[src/rtl/icache_linefill_assembler_pkg.sv]
// Shared widths, buffer state encoding and record types for the I-cache
// line-fill assembler and its ping-pong buffers.
package icache_linefill_assembler_pkg;

  function automatic int beat_id_width(input int beat_num);
    return (beat_num > 1) ? $clog2(beat_num) : 1;
  endfunction

  localparam int ICACHE_REQ_OPCODE_WIDTH      = 5;
  localparam int ICACHE_REQ_TXNID_WIDTH       = 8;
  localparam int MSHR_ENTRY_INDEX_WIDTH       = 4;
  localparam int ICACHE_DOWNSTREAM_DATA_WIDTH = 512;
  localparam int ICACHE_BEAT_WIDTH            = 128;
  localparam int ICACHE_LINE_BEAT_NUM         = ICACHE_DOWNSTREAM_DATA_WIDTH / ICACHE_BEAT_WIDTH;
  localparam int ICACHE_BEAT_ID_WIDTH         = beat_id_width(ICACHE_LINE_BEAT_NUM);

  typedef enum logic [1:0] {
    BUF_FREE    = 2'd0,
    BUF_FILLING = 2'd1,
    BUF_FULL    = 2'd2
  } linefill_buf_state_e;

  typedef struct packed {
    logic [ICACHE_REQ_OPCODE_WIDTH-1:0] opcode;
    logic [ICACHE_REQ_TXNID_WIDTH-1:0]  txnid;
    logic [MSHR_ENTRY_INDEX_WIDTH-1:0]  entry_idx;
  } linefill_meta_t;

  // Complete snapshot of one buffer in the default line geometry.
  typedef struct packed {
    linefill_buf_state_e                     state;
    logic [ICACHE_LINE_BEAT_NUM-1:0]         mask;
    logic [ICACHE_REQ_OPCODE_WIDTH-1:0]      opcode;
    logic [ICACHE_REQ_TXNID_WIDTH-1:0]       txnid;
    logic [MSHR_ENTRY_INDEX_WIDTH-1:0]       entry_idx;
    logic [ICACHE_DOWNSTREAM_DATA_WIDTH-1:0] data;
  } linefill_buf_t;

endpackage

[src/rtl/icache_linefill_assembler_if.sv]
// Beat-in / line-out channels of the line-fill assembler. The slave modport is
// the assembler's view; the master modport is the surrounding bus and consumer.
interface icache_linefill_assembler_if #(
  parameter int BEAT_WIDTH    = icache_linefill_assembler_pkg::ICACHE_BEAT_WIDTH,
  parameter int LINE_WIDTH    = icache_linefill_assembler_pkg::ICACHE_DOWNSTREAM_DATA_WIDTH,
  parameter int BEAT_ID_WIDTH = icache_linefill_assembler_pkg::ICACHE_BEAT_ID_WIDTH
);
  import icache_linefill_assembler_pkg::*;

  logic                               bus_rxdat_vld;
  logic                               bus_rxdat_rdy;
  logic [ICACHE_REQ_OPCODE_WIDTH-1:0] bus_rxdat_opcode;
  logic [ICACHE_REQ_TXNID_WIDTH-1:0]  bus_rxdat_txnid;
  logic [MSHR_ENTRY_INDEX_WIDTH-1:0]  bus_rxdat_entry_idx;
  logic [BEAT_ID_WIDTH-1:0]           bus_rxdat_beat_id;
  logic [BEAT_WIDTH-1:0]              bus_rxdat_data;

  logic                               line_vld;
  logic                               line_rdy;
  logic [ICACHE_REQ_OPCODE_WIDTH-1:0] line_opcode;
  logic [ICACHE_REQ_TXNID_WIDTH-1:0]  line_txnid;
  logic [MSHR_ENTRY_INDEX_WIDTH-1:0]  line_entry_idx;
  logic [LINE_WIDTH-1:0]              line_data;

  modport slave (
    input  bus_rxdat_vld, bus_rxdat_opcode, bus_rxdat_txnid,
           bus_rxdat_entry_idx, bus_rxdat_beat_id, bus_rxdat_data,
    output bus_rxdat_rdy,
    output line_vld, line_opcode, line_txnid, line_entry_idx, line_data,
    input  line_rdy
  );

  modport master (
    output bus_rxdat_vld, bus_rxdat_opcode, bus_rxdat_txnid,
           bus_rxdat_entry_idx, bus_rxdat_beat_id, bus_rxdat_data,
    input  bus_rxdat_rdy,
    input  line_vld, line_opcode, line_txnid, line_entry_idx, line_data,
    output line_rdy
  );

endinterface

[src/rtl/icache_linefill_assembler_buf.sv]
// One line-fill buffer: FREE/FILLING/FULL state machine, per-beat mask,
// captured meta and per-slot beat storage.
module icache_linefill_buf
  import icache_linefill_assembler_pkg::*;
#(
  parameter int BEAT_WIDTH    = ICACHE_BEAT_WIDTH,
  parameter int LINE_WIDTH    = ICACHE_DOWNSTREAM_DATA_WIDTH,
  parameter int BEAT_NUM      = LINE_WIDTH / BEAT_WIDTH,
  parameter int BEAT_ID_WIDTH = beat_id_width(BEAT_NUM)
) (
  input  logic                     clk,
  input  logic                     rst_n,
  input  logic                     wr_en,
  input  linefill_meta_t           wr_meta,
  input  logic [BEAT_ID_WIDTH-1:0] wr_beat_id,
  input  logic [BEAT_WIDTH-1:0]    wr_data,
  input  logic                     rd_ack,
  output linefill_buf_state_e      state,
  output linefill_meta_t           meta,
  output logic [LINE_WIDTH-1:0]    data,
  output logic                     fill_done,
  output logic                     beat_drop
);

  linefill_buf_state_e state_reg, state_next;
  logic [BEAT_NUM-1:0] mask_reg, mask_next;
  logic [BEAT_NUM-1:0] beat_sel;
  logic [BEAT_NUM-1:0] slot_wr;
  linefill_meta_t      meta_reg;
  logic                meta_wr;

  // One-hot slot select; an out-of-range beat_id selects nothing.
  for (genvar gi = 0; gi < BEAT_NUM; gi++) begin : g_sel
    assign beat_sel[gi] = (wr_beat_id == BEAT_ID_WIDTH'(gi));
  end

  always_comb begin
    state_next = state_reg;
    mask_next  = mask_reg;
    slot_wr    = '0;
    meta_wr    = 1'b0;
    fill_done  = 1'b0;
    beat_drop  = 1'b0;
    case (state_reg)
      BUF_FREE: begin
        if (wr_en) begin
          if (beat_sel == '0) begin
            beat_drop = 1'b1;
          end else begin
            meta_wr   = 1'b1;
            slot_wr   = beat_sel;
            mask_next = beat_sel;
            if (&beat_sel) begin
              state_next = BUF_FULL;
              fill_done  = 1'b1;
            end else begin
              state_next = BUF_FILLING;
            end
          end
        end
      end
      BUF_FILLING: begin
        if (wr_en) begin
          // Foreign entry or already-filled slot: consume the beat, keep the old data.
          if ((beat_sel == '0) || (wr_meta.entry_idx != meta_reg.entry_idx) ||
              ((mask_reg & beat_sel) != '0)) begin
            beat_drop = 1'b1;
          end else begin
            slot_wr   = beat_sel;
            mask_next = mask_reg | beat_sel;
            if (&mask_next) begin
              state_next = BUF_FULL;
              fill_done  = 1'b1;
            end
          end
        end
      end
      BUF_FULL: begin
        if (rd_ack) begin
          state_next = BUF_FREE;
          mask_next  = '0;
        end
      end
      default: begin
        state_next = BUF_FREE;
        mask_next  = '0;
      end
    endcase
  end

  always_ff @(posedge clk or negedge rst_n) begin
    if (!rst_n) begin
      state_reg <= BUF_FREE;
      mask_reg  <= '0;
      meta_reg  <= '0;
    end else begin
      state_reg <= state_next;
      mask_reg  <= mask_next;
      if (meta_wr) begin
        meta_reg <= wr_meta;
      end
    end
  end

  for (genvar gi = 0; gi < BEAT_NUM; gi++) begin : g_slot
    logic [BEAT_WIDTH-1:0] slot_reg;

    always_ff @(posedge clk or negedge rst_n) begin
      if (!rst_n) begin
        slot_reg <= '0;
      end else if (slot_wr[gi]) begin
        slot_reg <= wr_data;
      end
    end

    assign data[gi*BEAT_WIDTH +: BEAT_WIDTH] = slot_reg;
  end

  assign state = state_reg;
  assign meta  = meta_reg;

endmodule

[src/rtl/icache_linefill_assembler.sv]
// Ping-pong line-fill assembler: beats fill buf[fill_ptr] while buf[rd_ptr]
// presents its completed line to the data-array controller.
module icache_linefill_assembler
  import icache_linefill_assembler_pkg::*;
#(
  parameter int BEAT_WIDTH    = ICACHE_BEAT_WIDTH,
  parameter int LINE_WIDTH    = ICACHE_DOWNSTREAM_DATA_WIDTH,
  parameter int BEAT_NUM      = LINE_WIDTH / BEAT_WIDTH,
  parameter int BEAT_ID_WIDTH = beat_id_width(BEAT_NUM)
) (
  input  logic                       clk,
  input  logic                       rst_n,
  icache_linefill_assembler_if.slave bus,
  output logic                       asm_err
);

  localparam int BUF_NUM = 2;

  linefill_buf_state_e   buf_state [BUF_NUM];
  linefill_meta_t        buf_meta  [BUF_NUM];
  logic [LINE_WIDTH-1:0] buf_data  [BUF_NUM];
  logic [BUF_NUM-1:0]    buf_wr_en;
  logic [BUF_NUM-1:0]    buf_rd_ack;
  logic [BUF_NUM-1:0]    buf_fill_done;
  logic [BUF_NUM-1:0]    buf_beat_drop;

  logic           fill_ptr_reg, fill_ptr_next;
  logic           rd_ptr_reg, rd_ptr_next;
  logic           asm_err_reg, asm_err_next;
  logic           beat_acc;
  logic           line_hs;
  linefill_meta_t beat_meta;

  assign beat_meta = '{opcode:    bus.bus_rxdat_opcode,
                       txnid:     bus.bus_rxdat_txnid,
                       entry_idx: bus.bus_rxdat_entry_idx};

  // Both handshakes depend only on registered buffer state, never on line_rdy.
  assign bus.bus_rxdat_rdy = (buf_state[fill_ptr_reg] != BUF_FULL);
  assign beat_acc          = bus.bus_rxdat_vld && bus.bus_rxdat_rdy;

  assign bus.line_vld       = (buf_state[rd_ptr_reg] == BUF_FULL);
  assign line_hs            = bus.line_vld && bus.line_rdy;
  assign bus.line_opcode    = buf_meta[rd_ptr_reg].opcode;
  assign bus.line_txnid     = buf_meta[rd_ptr_reg].txnid;
  assign bus.line_entry_idx = buf_meta[rd_ptr_reg].entry_idx;
  assign bus.line_data      = buf_data[rd_ptr_reg];

  for (genvar gi = 0; gi < BUF_NUM; gi++) begin : g_buf
    assign buf_wr_en[gi]  = beat_acc && (fill_ptr_reg == 1'(gi));
    assign buf_rd_ack[gi] = line_hs && (rd_ptr_reg == 1'(gi));

    icache_linefill_buf #(
      .BEAT_WIDTH    (BEAT_WIDTH),
      .LINE_WIDTH    (LINE_WIDTH),
      .BEAT_NUM      (BEAT_NUM),
      .BEAT_ID_WIDTH (BEAT_ID_WIDTH)
    ) u_buf (
      .clk        (clk),
      .rst_n      (rst_n),
      .wr_en      (buf_wr_en[gi]),
      .wr_meta    (beat_meta),
      .wr_beat_id (bus.bus_rxdat_beat_id),
      .wr_data    (bus.bus_rxdat_data),
      .rd_ack     (buf_rd_ack[gi]),
      .state      (buf_state[gi]),
      .meta       (buf_meta[gi]),
      .data       (buf_data[gi]),
      .fill_done  (buf_fill_done[gi]),
      .beat_drop  (buf_beat_drop[gi])
    );
  end

  always_comb begin
    fill_ptr_next = fill_ptr_reg ^ (|buf_fill_done);
    rd_ptr_next   = rd_ptr_reg ^ line_hs;
    asm_err_next  = |buf_beat_drop;
  end

  always_ff @(posedge clk or negedge rst_n) begin
    if (!rst_n) begin
      fill_ptr_reg <= 1'b0;
      rd_ptr_reg   <= 1'b0;
      asm_err_reg  <= 1'b0;
    end else begin
      fill_ptr_reg <= fill_ptr_next;
      rd_ptr_reg   <= rd_ptr_next;
      asm_err_reg  <= asm_err_next;
    end
  end

  assign asm_err = asm_err_reg;

endmodule

[src/flat_wrapper.sv]
// flat-port wrapper written by rule: the top's interface ports become plain ports
module icache_linefill_assembler_flat import icache_linefill_assembler_pkg::*;
#(
  parameter int BEAT_WIDTH    = ICACHE_BEAT_WIDTH,
  parameter int LINE_WIDTH    = ICACHE_DOWNSTREAM_DATA_WIDTH,
  parameter int BEAT_NUM      = LINE_WIDTH / BEAT_WIDTH,
  parameter int BEAT_ID_WIDTH = beat_id_width(BEAT_NUM)
)
  (clk, rst_n, asm_err, bus_bus_rxdat_vld, bus_bus_rxdat_opcode, bus_bus_rxdat_txnid, bus_bus_rxdat_entry_idx, bus_bus_rxdat_beat_id, bus_bus_rxdat_data, bus_bus_rxdat_rdy, bus_line_vld, bus_line_opcode, bus_line_txnid, bus_line_entry_idx, bus_line_data, bus_line_rdy);
  icache_linefill_assembler_if #(.BEAT_WIDTH(BEAT_WIDTH), .LINE_WIDTH(LINE_WIDTH), .BEAT_ID_WIDTH(BEAT_ID_WIDTH)) bus_i ();
  input  logic clk;
  input  logic rst_n;
  output logic asm_err;
  input wire logic [$bits(bus_i.bus_rxdat_vld)-1:0] bus_bus_rxdat_vld;
  input wire logic [$bits(bus_i.bus_rxdat_opcode)-1:0] bus_bus_rxdat_opcode;
  input wire logic [$bits(bus_i.bus_rxdat_txnid)-1:0] bus_bus_rxdat_txnid;
  input wire logic [$bits(bus_i.bus_rxdat_entry_idx)-1:0] bus_bus_rxdat_entry_idx;
  input wire logic [$bits(bus_i.bus_rxdat_beat_id)-1:0] bus_bus_rxdat_beat_id;
  input wire logic [$bits(bus_i.bus_rxdat_data)-1:0] bus_bus_rxdat_data;
  output wire logic [$bits(bus_i.bus_rxdat_rdy)-1:0] bus_bus_rxdat_rdy;
  output wire logic [$bits(bus_i.line_vld)-1:0] bus_line_vld;
  output wire logic [$bits(bus_i.line_opcode)-1:0] bus_line_opcode;
  output wire logic [$bits(bus_i.line_txnid)-1:0] bus_line_txnid;
  output wire logic [$bits(bus_i.line_entry_idx)-1:0] bus_line_entry_idx;
  output wire logic [$bits(bus_i.line_data)-1:0] bus_line_data;
  input wire logic [$bits(bus_i.line_rdy)-1:0] bus_line_rdy;
  assign bus_i.bus_rxdat_vld = bus_bus_rxdat_vld;
  assign bus_i.bus_rxdat_opcode = bus_bus_rxdat_opcode;
  assign bus_i.bus_rxdat_txnid = bus_bus_rxdat_txnid;
  assign bus_i.bus_rxdat_entry_idx = bus_bus_rxdat_entry_idx;
  assign bus_i.bus_rxdat_beat_id = bus_bus_rxdat_beat_id;
  assign bus_i.bus_rxdat_data = bus_bus_rxdat_data;
  assign bus_bus_rxdat_rdy = bus_i.bus_rxdat_rdy;
  assign bus_line_vld = bus_i.line_vld;
  assign bus_line_opcode = bus_i.line_opcode;
  assign bus_line_txnid = bus_i.line_txnid;
  assign bus_line_entry_idx = bus_i.line_entry_idx;
  assign bus_line_data = bus_i.line_data;
  assign bus_i.line_rdy = bus_line_rdy;
  icache_linefill_assembler #(.BEAT_WIDTH(BEAT_WIDTH), .LINE_WIDTH(LINE_WIDTH), .BEAT_NUM(BEAT_NUM), .BEAT_ID_WIDTH(BEAT_ID_WIDTH)) u_core (.clk(clk), .rst_n(rst_n), .bus(bus_i), .asm_err(asm_err));
endmodule
[config.mk]
export PLATFORM = sky130hd
export DESIGN_NAME = icache_linefill_assembler_flat
export DESIGN_NICKNAME = d
export VERILOG_FILES = /design/src/rtl/icache_linefill_assembler_pkg.sv /design/src/rtl/icache_linefill_assembler_if.sv /design/src/rtl/icache_linefill_assembler_buf.sv /design/src/rtl/icache_linefill_assembler.sv /design/src/flat_wrapper.sv
export SDC_FILE = /design/constraint.sdc
export NUM_CORES = 1
export LEC_CHECK = 0
export CAP_MARGIN = 20
export CORE_MARGIN = 2
export CORE_UTILIZATION = 50
export DETAILED_ROUTE_END_ITERATION = 10
export HOLD_SLACK_MARGIN = 0.05
export PLACE_DENSITY = 0.71
export SLEW_MARGIN = 30
export SYNTH_ARGS = -nofsm -noshare
export SYNTH_HDL_FRONTEND = slang
export SYNTH_SLANG_ARGS = --single-unit
[constraint.sdc]
create_clock -name clk -period 6.4 [get_ports clk]
set_input_delay 1.28 -clock clk [delete_from_list [all_inputs] [get_ports clk]]
set_output_delay 1.28 -clock clk [all_outputs]
set_load 0.01 [all_outputs]
# Word-level counts from Yosys, hierarchy flattened
# Cells that the tools add are included.
# totals
reg_bits	1073
wordCells	153
# classes
n_lt_le_gt_ge	2
n_eq_ne	23
mux	72
n_bitwise	10
n_reduce_logical	25
# ops
cell	count
512-bit 2-to-1 mux	3
4-bit 2-to-1 mux	16
17-bit 2-to-1 mux	3
2-bit 2-to-1 mux	18
2-bit != test (second input constant)	13
4-bit one-hot mux with 3 select lines	2
1-bit 2-to-1 mux	22
4-bit one-hot mux with 2 select lines	2
2-bit one-hot mux with 3 select lines	2
4-bit AND reduction	3
6-bit AND reduction	2
2-bit == test (second input constant)	5
5-bit AND reduction	2
4-bit bitwise AND	2
4-bit != test	2
4-bit OR	2
1-bit one-hot mux with 2 select lines	4
4-bit nonzero test	2
2-bit by 1-bit == test with 1-bit output (second input constant)	3
1-bit logical AND	6
2-bit logical NOT	3
2-bit >= comparator (second input constant)	2
4-bit logical NOT	1
1-bit logical OR	4
4 further kinds	8

# Logic depth before layout (Yosys ltp)
# Gate-level depths: netlist (run 1).
# logic_depth
ltp_word	11
depth_mapped	9
mapped_depth_nobuf	8

# Cells and area by module
# A second synthesis (run 1) with hierarchy kept.
# unflattened
cells_unflattened	2923
hier_area_um2	46594.7
# by_module_without_submodules
mod	instances	cells_each	area_per_inst_um2
icache_linefill_buf	2	1158	19902.8
icache_linefill_assembler	1	607	6789.0

# Worst setup path before layout (run 1)
# No wires, ideal clock.
# synth_timing
path_kind	input to register
from	input bus_bus_rxdat_beat_id[0]
to	register u_core.g_buf[1].u_buf.g_slot[3].slot_reg[100]
setup_ps	127
arrival_ps	3200
t_required_ps	6273
setup_slack_ps	3073
cell_stages	7
path_buffers	3
cell_sequence	buf_6 mux4_2 o41a_4 nor3_4 buf_8 buf_8 mux2_1
# synth_via
elab_chain_len	7
# synth_lines
item	line_no	rtl
start: declaration	flat_wrapper.sv:18	input wire logic [$bits(bus_i.bus_rxdat_beat_id)-1:0] bus_bus_rxdat_beat_id;
2-bit by 1-bit == test with 1-bit output, or another cell as far along	icache_linefill_assembler_buf.sv:34	assign beat_sel[gi] = (wr_beat_id == BEAT_ID_WIDTH'(gi));
4-bit bitwise AND / 4-bit logical NOT (equally long branches)	icache_linefill_assembler_buf.sv:66, icache_linefill_assembler_buf.sv:47, icache_linefill_assembler_buf.sv:65	
4-bit nonzero test / 1-bit logical OR (equally long branches)	icache_linefill_assembler_buf.sv:66, icache_linefill_assembler_buf.sv:65	
1-bit logical OR	icache_linefill_assembler_buf.sv:65	if ((beat_sel == '0) || (wr_meta.entry_idx != meta_reg.entry_idx) ||
4-bit 2-to-1 mux	icache_linefill_assembler_buf.sv:65	
4-bit 2-to-1 mux	icache_linefill_assembler_buf.sv:63	if (wr_en) begin
4-bit one-hot mux with 2 select lines (*)	icache_linefill_assembler_buf.sv:44	case (state_reg)
end signal: assignment	icache_linefill_assembler_buf.sv:112	slot_reg <= wr_data;
end: declaration	icache_linefill_assembler_buf.sv:106	logic [BEAT_WIDTH-1:0] slot_reg;
# Mark *: on every way between the ends. The rest lies on a longest branch, timed or not.
# A chain may end at the register's enable or synchronous reset.

# Final worst setup path (run 1)
# layout_timing
from	register u_core.rd_ptr_reg
to	output bus_line_data[223]
# layout_via
elab_chain_len	4
# layout_lines
item	line_no	rtl
start: declaration	icache_linefill_assembler.sv:28	logic rd_ptr_reg, rd_ptr_next;
start signal: assignment	icache_linefill_assembler.sv:87	rd_ptr_reg <= rd_ptr_next;
1-bit NOT with 2-bit output (implied by the code)	icache_linefill_assembler.sv:47	assign bus.line_data = buf_data[rd_ptr_reg];
512-bit 2-to-1 mux (implied by the code) (3 in series)	icache_linefill_assembler.sv:47	
end: declaration	flat_wrapper.sv:25	output wire logic [$bits(bus_i.line_data)-1:0] bus_line_data;
# No other way between the ends. The select of a mux whose other input is x is not followed.

==> metrics.md, run 1 <==
| Metric | Value |
|---|---|
| Async SR Flop Fraction | 100% |
| Area Overhead vs Synth | 24.7% |
| Synth top area share | 57.7% |
| Global-route wire length before repair | 183000 µm |
| Flop2flop setup slack | 3.52 ns |
| Post-CTS Setup Inserts | 0 |
| Slowest cell on the critical path | dfrtp_4 |
| Synth warnings | 0 |
| Hold WS | 0.467 ns |
| Sw Ratio | 28.7% |
| Seq pwr share | 39.4% |
| Maximum VDD drop | 0.264 mV |
| CP Class | flop to output port |
| Syn avg cell area | 15.9 µm² |
| Port buffer count | 682 |
| Worst r2r dst | u_core.g_buf[1].u_buf.g_slot[0].slot_reg[88] |
| Clk pin slew, worst setup/hold paths | 0.06 ns |
| Final Instance Area | 0.0580 mm² |
| Num CTS Buffers | 112 |
| DRC Markers | 0 |
| Max Fanout on Critical Path | 56 |
| Pwr dens | 385 mW/mm² |
| Share of cells above drive strength 1 | 43.7% |
| Reg-to-reg startpoint | u_core.g_buf[1].u_buf.mask_reg[2] |
| Post-synth cell types | 41 |
| Data required, critical path | 5.12 ns |
| Tot GR Track Use | 25.2% |
| Most common cell on crit path | buf_4 |
| Pin count of the biggest net entering global routing | 157 |
| Wire per inst | 24.6 µm |
| Drt first pass iters | 5 |
| Synth area leaders | dfrtp_1, mux2_2, mux2_1, buf_8, buf_2 |
| Status | finished, final reports clean |
| Synth cell count leaders | mux2_2, dfrtp_1, mux2_1 |
| Peak Freq | 0.206 GHz |
| TritonCTS clock tree | done |
| H-tree depth | 3 |
| Slew Limit Fails | 0 |
| Worst-Margin Slew | 0.996 ns |
| Die Span X | 309 µm |
| Setup violations, final | 0 |
| Syn Nets | 3075 |
| Final Util | 63.1% |
| Gr ovfl total | 0 |
| Root Buffer | clkbuf_16 |
| Vias per cell | 5.45 |
| TNS Setup | 0 ns |
| Synth Flop Type | dfrtp_1 |
| Post-route ant nets | 0 |
| CP Capture Type | output port |
| Die Y | 309 µm |
| Int Power | 15.9 mW |
| CTS max path bufs | 3 |
| IO Count | 683 |
| Comb power frac | 31.9% |
| Worst slew margin | 33.6% |
| Clock Latency Late Sink | 0.70 ns |
| Startpoint types | flop |
| Final nets | 3735 |
| Most frequent cell after synthesis | mux2_2 |
| Final period util | 75.8% |
| Hpwl dp | 77500 µm |
| R2r worst-path depth | 5 |
| Post-Syn Area | 0.0465 mm² |
| Max Clock Skew | 0.0172 ns |
| Worst min path class | primary input to asynchronous set/reset pin |
| Total number of vias | 26.8k |
| EDFF count, synth | 0 |
| Largest register FFs | 1024 |
| Endpoints failing hold | 0 |
| Cells after synthesis | 2922 |
| Dpl cell area | 0.0543 mm² |
| FF+latch count, synth | 1073 |
| Critical path, cell by cell | buf_4, buf_4, mux2_2, clkdlybuf4s50_1 |
| Switching power | 6.41 mW |
| Cts repair resizes | 0 |
| Area leader, netlist | dfrtp_1 |
| Max Cap Violations | 0 |
| Total power | 22.3 mW |
| Routability-driven placement congestion ratio | 0.842 |
| CP arrival | 3.57 ns |
| Initial antenna violation count | 12 |
| Min Clock Period, post-route | 4.85 ns |
| Die area | 0.0955 mm² |
| Leakage power | 27.2 nW |
| Initial Utilization | 50.6% |
| Sequential share of the synthesized area | 57.7% |
| Worst path max stage delay | 1.03 ns |
| Row cnt | 111 |
| # hold bufs at CTS | 0 |
| Core area | 0.0919 mm² |
| Vias in the first global route | 29.4k |
| Initial DRC Count | 1309 |
| RSZ-0062 raised after global routing | false |
| Clock network fraction of total power | 28.7% |
| Final wirelength | 121000 µm |
| Sink Count | 1073 |
[cell families after synthesis]
kind of cell               after synthesis  share of synthesized area [%]
buffers and inverters                  182                           2.53
and+or+nand+nor                         40                          0.511
adders and majority gates                2                         0.0538
AOI/OAI and AO/OA                       26                          0.433
DFF                                   1073                           57.7
xor gates and xnor gates                 8                          0.151
muxes                                 1591                           38.6
[layer usage]
metal | share of wire [%] | global-route usage (%) | vias to the layer above
li1 | - | - | 11900
met1 | 40 | 30.5 | 14100
met2 | 50 | 42.7 | 588
met3 | 6.2 | 7.10 | 208
met4 | 4.0 | 10.2 | 8
met5 | 0.046 | 0 | -
[layout by cell type (no fill, tap or decap), types with 8 or more instances in the layout]
cell | synthesis | routed
clkbuf_8 | 0 | 22
buf_12 | 0 | 18
clkbuf_16 | 0 | 112
clkdlybuf4s50_1 | 0 | 681
a21o_1 | 8 | 8
nor2_1 | 8 | 8
mux2_2 | 1379 | 1379
clkbuf_1 | 58 | 34
dfrtp_1 | 1073 | 1072
diode_2 | 0 | 10
clkinv_2 | 0 | 19
buf_4 | 17 | 22
mux2_1 | 209 | 209
[power groups by stage]
stage	logic [mW]	clock network [mW]	registers [mW]
floorplan	3.59	0	8.62
global placement	7.07	0	8.79
detailed placement	7.17	0	8.91
CTS	7.23	6.55	8.79
global route	7.54	6.84	8.96
finish	7.13	6.41	8.80
[per-stage QoR]
stage	worst slack [ns]	std cells
5_1_grt	1.40	4921
2_1_floorplan	3.07	2922
4_1_cts	1.46	4911
6_report	1.55	4923
3_5_place_dp	1.84	4709
3_3_place_gp	1.88	4709
[worst max-delay path by stage]
stage | startpoint | endpoint
2_1_floorplan | bus_bus_rxdat_beat_id[0] | u_core.g_buf[1].u_buf.g_slot[3].slot_reg[100]
4_1_cts | u_core.rd_ptr_reg | bus_line_data[223]
3_5_place_dp | bus_bus_rxdat_beat_id[0] | u_core.g_buf[1].u_buf.g_slot[1].slot_reg[97]
6_report | u_core.rd_ptr_reg | bus_line_data[223]
3_3_place_gp | bus_bus_rxdat_beat_id[0] | u_core.g_buf[1].u_buf.g_slot[1].slot_reg[79]
5_1_grt | u_core.rd_ptr_reg | bus_line_data[223]
[worst max-delay path: cells and delay by family (launching register included)]
kind | cells | cell delay (ns)
buffers and inverters | 3 | 1.38
DFF | 1 | 1.03
muxes | 1 | 0.40
[area by class of cell]
| type | count | area [µm²] |
|---|---|---|
| fill | 6775 | 34000 |
| sequential | 1073 | 26900 |
| multi-input combinational | 1667 | 18500 |
| timing repair buffer | 723 | 7380 |
| clock buffer | 168 | 3230 |
| tap | 1243 | 1560 |
| clock inverter | 34 | 407 |
| antenna | 10 | 25.0 |
| inverter | 5 | 18.8 |
Note: power is estimated with default switching activity, not from simulation.
==> run 2: changes to the inputs <==
--- a/config.mk
+++ b/config.mk
@@ -7,10 +7,10 @@
 export LEC_CHECK = 0
 export CAP_MARGIN = 20
 export CORE_MARGIN = 2
-export CORE_UTILIZATION = 50
+export CORE_UTILIZATION = 49
 export DETAILED_ROUTE_END_ITERATION = 10
 export HOLD_SLACK_MARGIN = 0.05
-export PLACE_DENSITY = 0.71
+export PLACE_DENSITY = 0.73
 export SLEW_MARGIN = 30
 export SYNTH_ARGS = -nofsm -noshare
 export SYNTH_HDL_FRONTEND = slang
==> constraint.sdc (replaced) <==
create_clock -name clk -period 3.89 [get_ports clk]
set_input_delay 0.778 -clock clk [delete_from_list [all_inputs] [get_ports clk]]
set_output_delay 0.778 -clock clk [all_outputs]
set_load 0.01 [all_outputs]
==> run 2 against run 1 <==
- global-route usage is essentially flat
- sequential share of layout area shrank 1.0 points
- sequential power grew 65%
- critical endpoint is now bus_line_data[78]
- highest routed layer unchanged
==> metrics.md, run 2 (same netlist as run 1, synthesis figures left out) <==
| Metric | Value |
|---|---|
| Gr ovfl total | 0 |
| Max Fanout on Critical Path | 24 |
| CP arrival | 2.92 ns |
| Final Util | 63.2% |
| Die Y | 312 µm |
| Total number of vias | 27.5k |
| Num CTS Buffers | 113 |
| Vias per cell | 5.48 |
| Largest register FFs | 1024 |
| RSZ-0062 raised after global routing | false |
| Pwr dens | 635 mW/mm² |
| Reg-to-reg startpoint | u_core.g_buf[1].u_buf.mask_reg[3] |
| Post-route ant nets | 0 |
| Tot GR Track Use | 25.3% |
| CP Capture Type | output port |
| IO Count | 683 |
| Clock Latency Late Sink | 0.69 ns |
| Clk pin slew, worst setup/hold paths | 0.06 ns |
| Die area | 0.0974 mm² |
| Sw Ratio | 28.2% |
| Worst-Margin Slew | 0.806 ns |
| Cts repair resizes | 0 |
| Vias in the first global route | 30.5k |
| Max Clock Skew | 0.0184 ns |
| Worst min path class | primary input to asynchronous set/reset pin |
| # hold bufs at CTS | 0 |
| Comb power frac | 32.0% |
| Endpoints failing hold | 0 |
| Routability-driven placement congestion ratio | 0.827 |
| Initial antenna violation count | 14 |
| Max Cap Violations | 0 |
| Share of cells above drive strength 1 | 45.3% |
| Maximum VDD drop | 0.435 mV |
| Initial DRC Count | 1205 |
| H-tree depth | 3 |
| Non-filler cells, final | 5010 |
| Int Power | 27.0 mW |
| Most frequent cells in the layout | mux2_2, dfrtp_1, clkdlybuf4s50_1 |
| Hold WS | 0.124 ns |
| Initial Utilization | 49.6% |
| Wire per inst | 24.8 µm |
| Drt first pass iters | 5 |
| Placed insts | 4799 |
| Startpoint types | flop |
| Setup violations, final | 0 |
| Commonest non-fill, non-tap cell in the layout | mux2_2 |
| Status | finished, final reports clean |
| TNS Setup | 0 ns |
| Final wirelength | 124000 µm |
| Global-route wire length before repair | 189000 µm |
| Peak Freq | 0.270 GHz |
| Seq pwr share | 38.5% |
| Total power | 37.6 mW |
| Leakage power | 27.9 nW |
| Min Clock Period, post-route | 3.70 ns |
| Port buffer count | 682 |
| Clock network fraction of total power | 29.5% |
| CP Class | flop to output port |
| Root Buffer | clkbuf_16 |
| CTS max path bufs | 3 |
| Data required, critical path | 3.11 ns |
| Post-CTS Setup Inserts | 0 |
| Die Span X | 312 µm |
| Pin count of the biggest net entering global routing | 91 |
| Area Overhead vs Synth | 27.4% |
| Final nets | 3813 |
| R2r worst-path depth | 6 |
| Final period util | 95.2% |
| Worst slew margin | 46.3% |
| Core area | 0.0937 mm² |
| Sink Count | 1073 |
| Switching power | 10.6 mW |
| Slew Limit Fails | 0 |
| TritonCTS clock tree | done |
| Crit path from | u_core.rd_ptr_reg |
| DRC Markers | 0 |
| Hpwl dp | 85500 µm |
| Row cnt | 112 |
==> run 2: changes by cell type in the layout (fill, tap and decap cells not counted) <==
cell,delta
clkinv_16,-2
bufinv_16,+4
clkinv_8,-3
inv_16,-1
buf_16,-1
clkbuf_16,+3
clkinvlp_4,-1
clkbuf_1,-14
inv_6,+3
buf_4,+41
diode_2,-4
clkinv_2,-3
buf_12,+37
clkbuf_8,+17
==> run 2: cell type report <==
type	instances	area [µm²]
well taps	1254	1570
clock buffers	174	3490
clock inverters	31	402
flip-flops and latches	1073	26900
multi-input cells	1667	18500
diodes	6	15.0
repair buffers	800	8410
fillers	6683	34500
inverters	5	18.8
==> run 2: worst paths after layout <==
check | end | slack, ns
max | bus_line_data[78] | 0.19
min | u_core.g_buf[1].u_buf.g_slot[1].slot_reg[123] | 0.12
max reg2reg | u_core.g_buf[1].u_buf.g_slot[2].slot_reg[11] | 1.22
min reg2reg | u_core.g_buf[1].u_buf.g_slot[2].slot_reg[59] | 0.48
max in group asynchronous | u_core.g_buf[0].u_buf.g_slot[2].slot_reg[57] | 2.59
min in group clk | u_core.g_buf[1].u_buf.g_slot[2].slot_reg[59] | 0.48
==> run 2: per-layer routing <==
layer | GRT usage (%) | up-vias | routed length (µm)
met5 | 0 | - | 115
met4 | 11.1 | 16 | 5600
li1 | - | 12000 | -
met1 | 30.8 | 14500 | 50300
met2 | 42.8 | 662 | 61600
met3 | 6.13 | 247 | 6550
==> run 2: power by group through the flow <==
stage | sequential [mW] | clock, mW | combinational, mW
after detailed placement | 14.6 | 0 | 12.1
final | 14.5 | 11.1 | 12.1
after global placement | 14.4 | 0 | 11.9
after floorplan | 14.2 | 0 | 5.91
after global routing | 14.7 | 11.8 | 12.7
after CTS | 14.5 | 11.3 | 12.2
==> run 2: per-stage QoR <==
stage               setup slack [ns]  cell area, µm²
finish                         0.188           59300
global route                  0.0963           59300
CTS                            0.129           59200
detailed placement            0.0209           55400
global placement              0.0775           55400
floorplan                       1.06           46500
==> run 2: worst max-delay path, stage by stage, from the launching register on <==
cell             delay (ns)
dfrtp_4                0.76
buf_12                 0.27
buf_4                  0.29
mux2_2                 0.39
clkdlybuf4s50_1        0.51
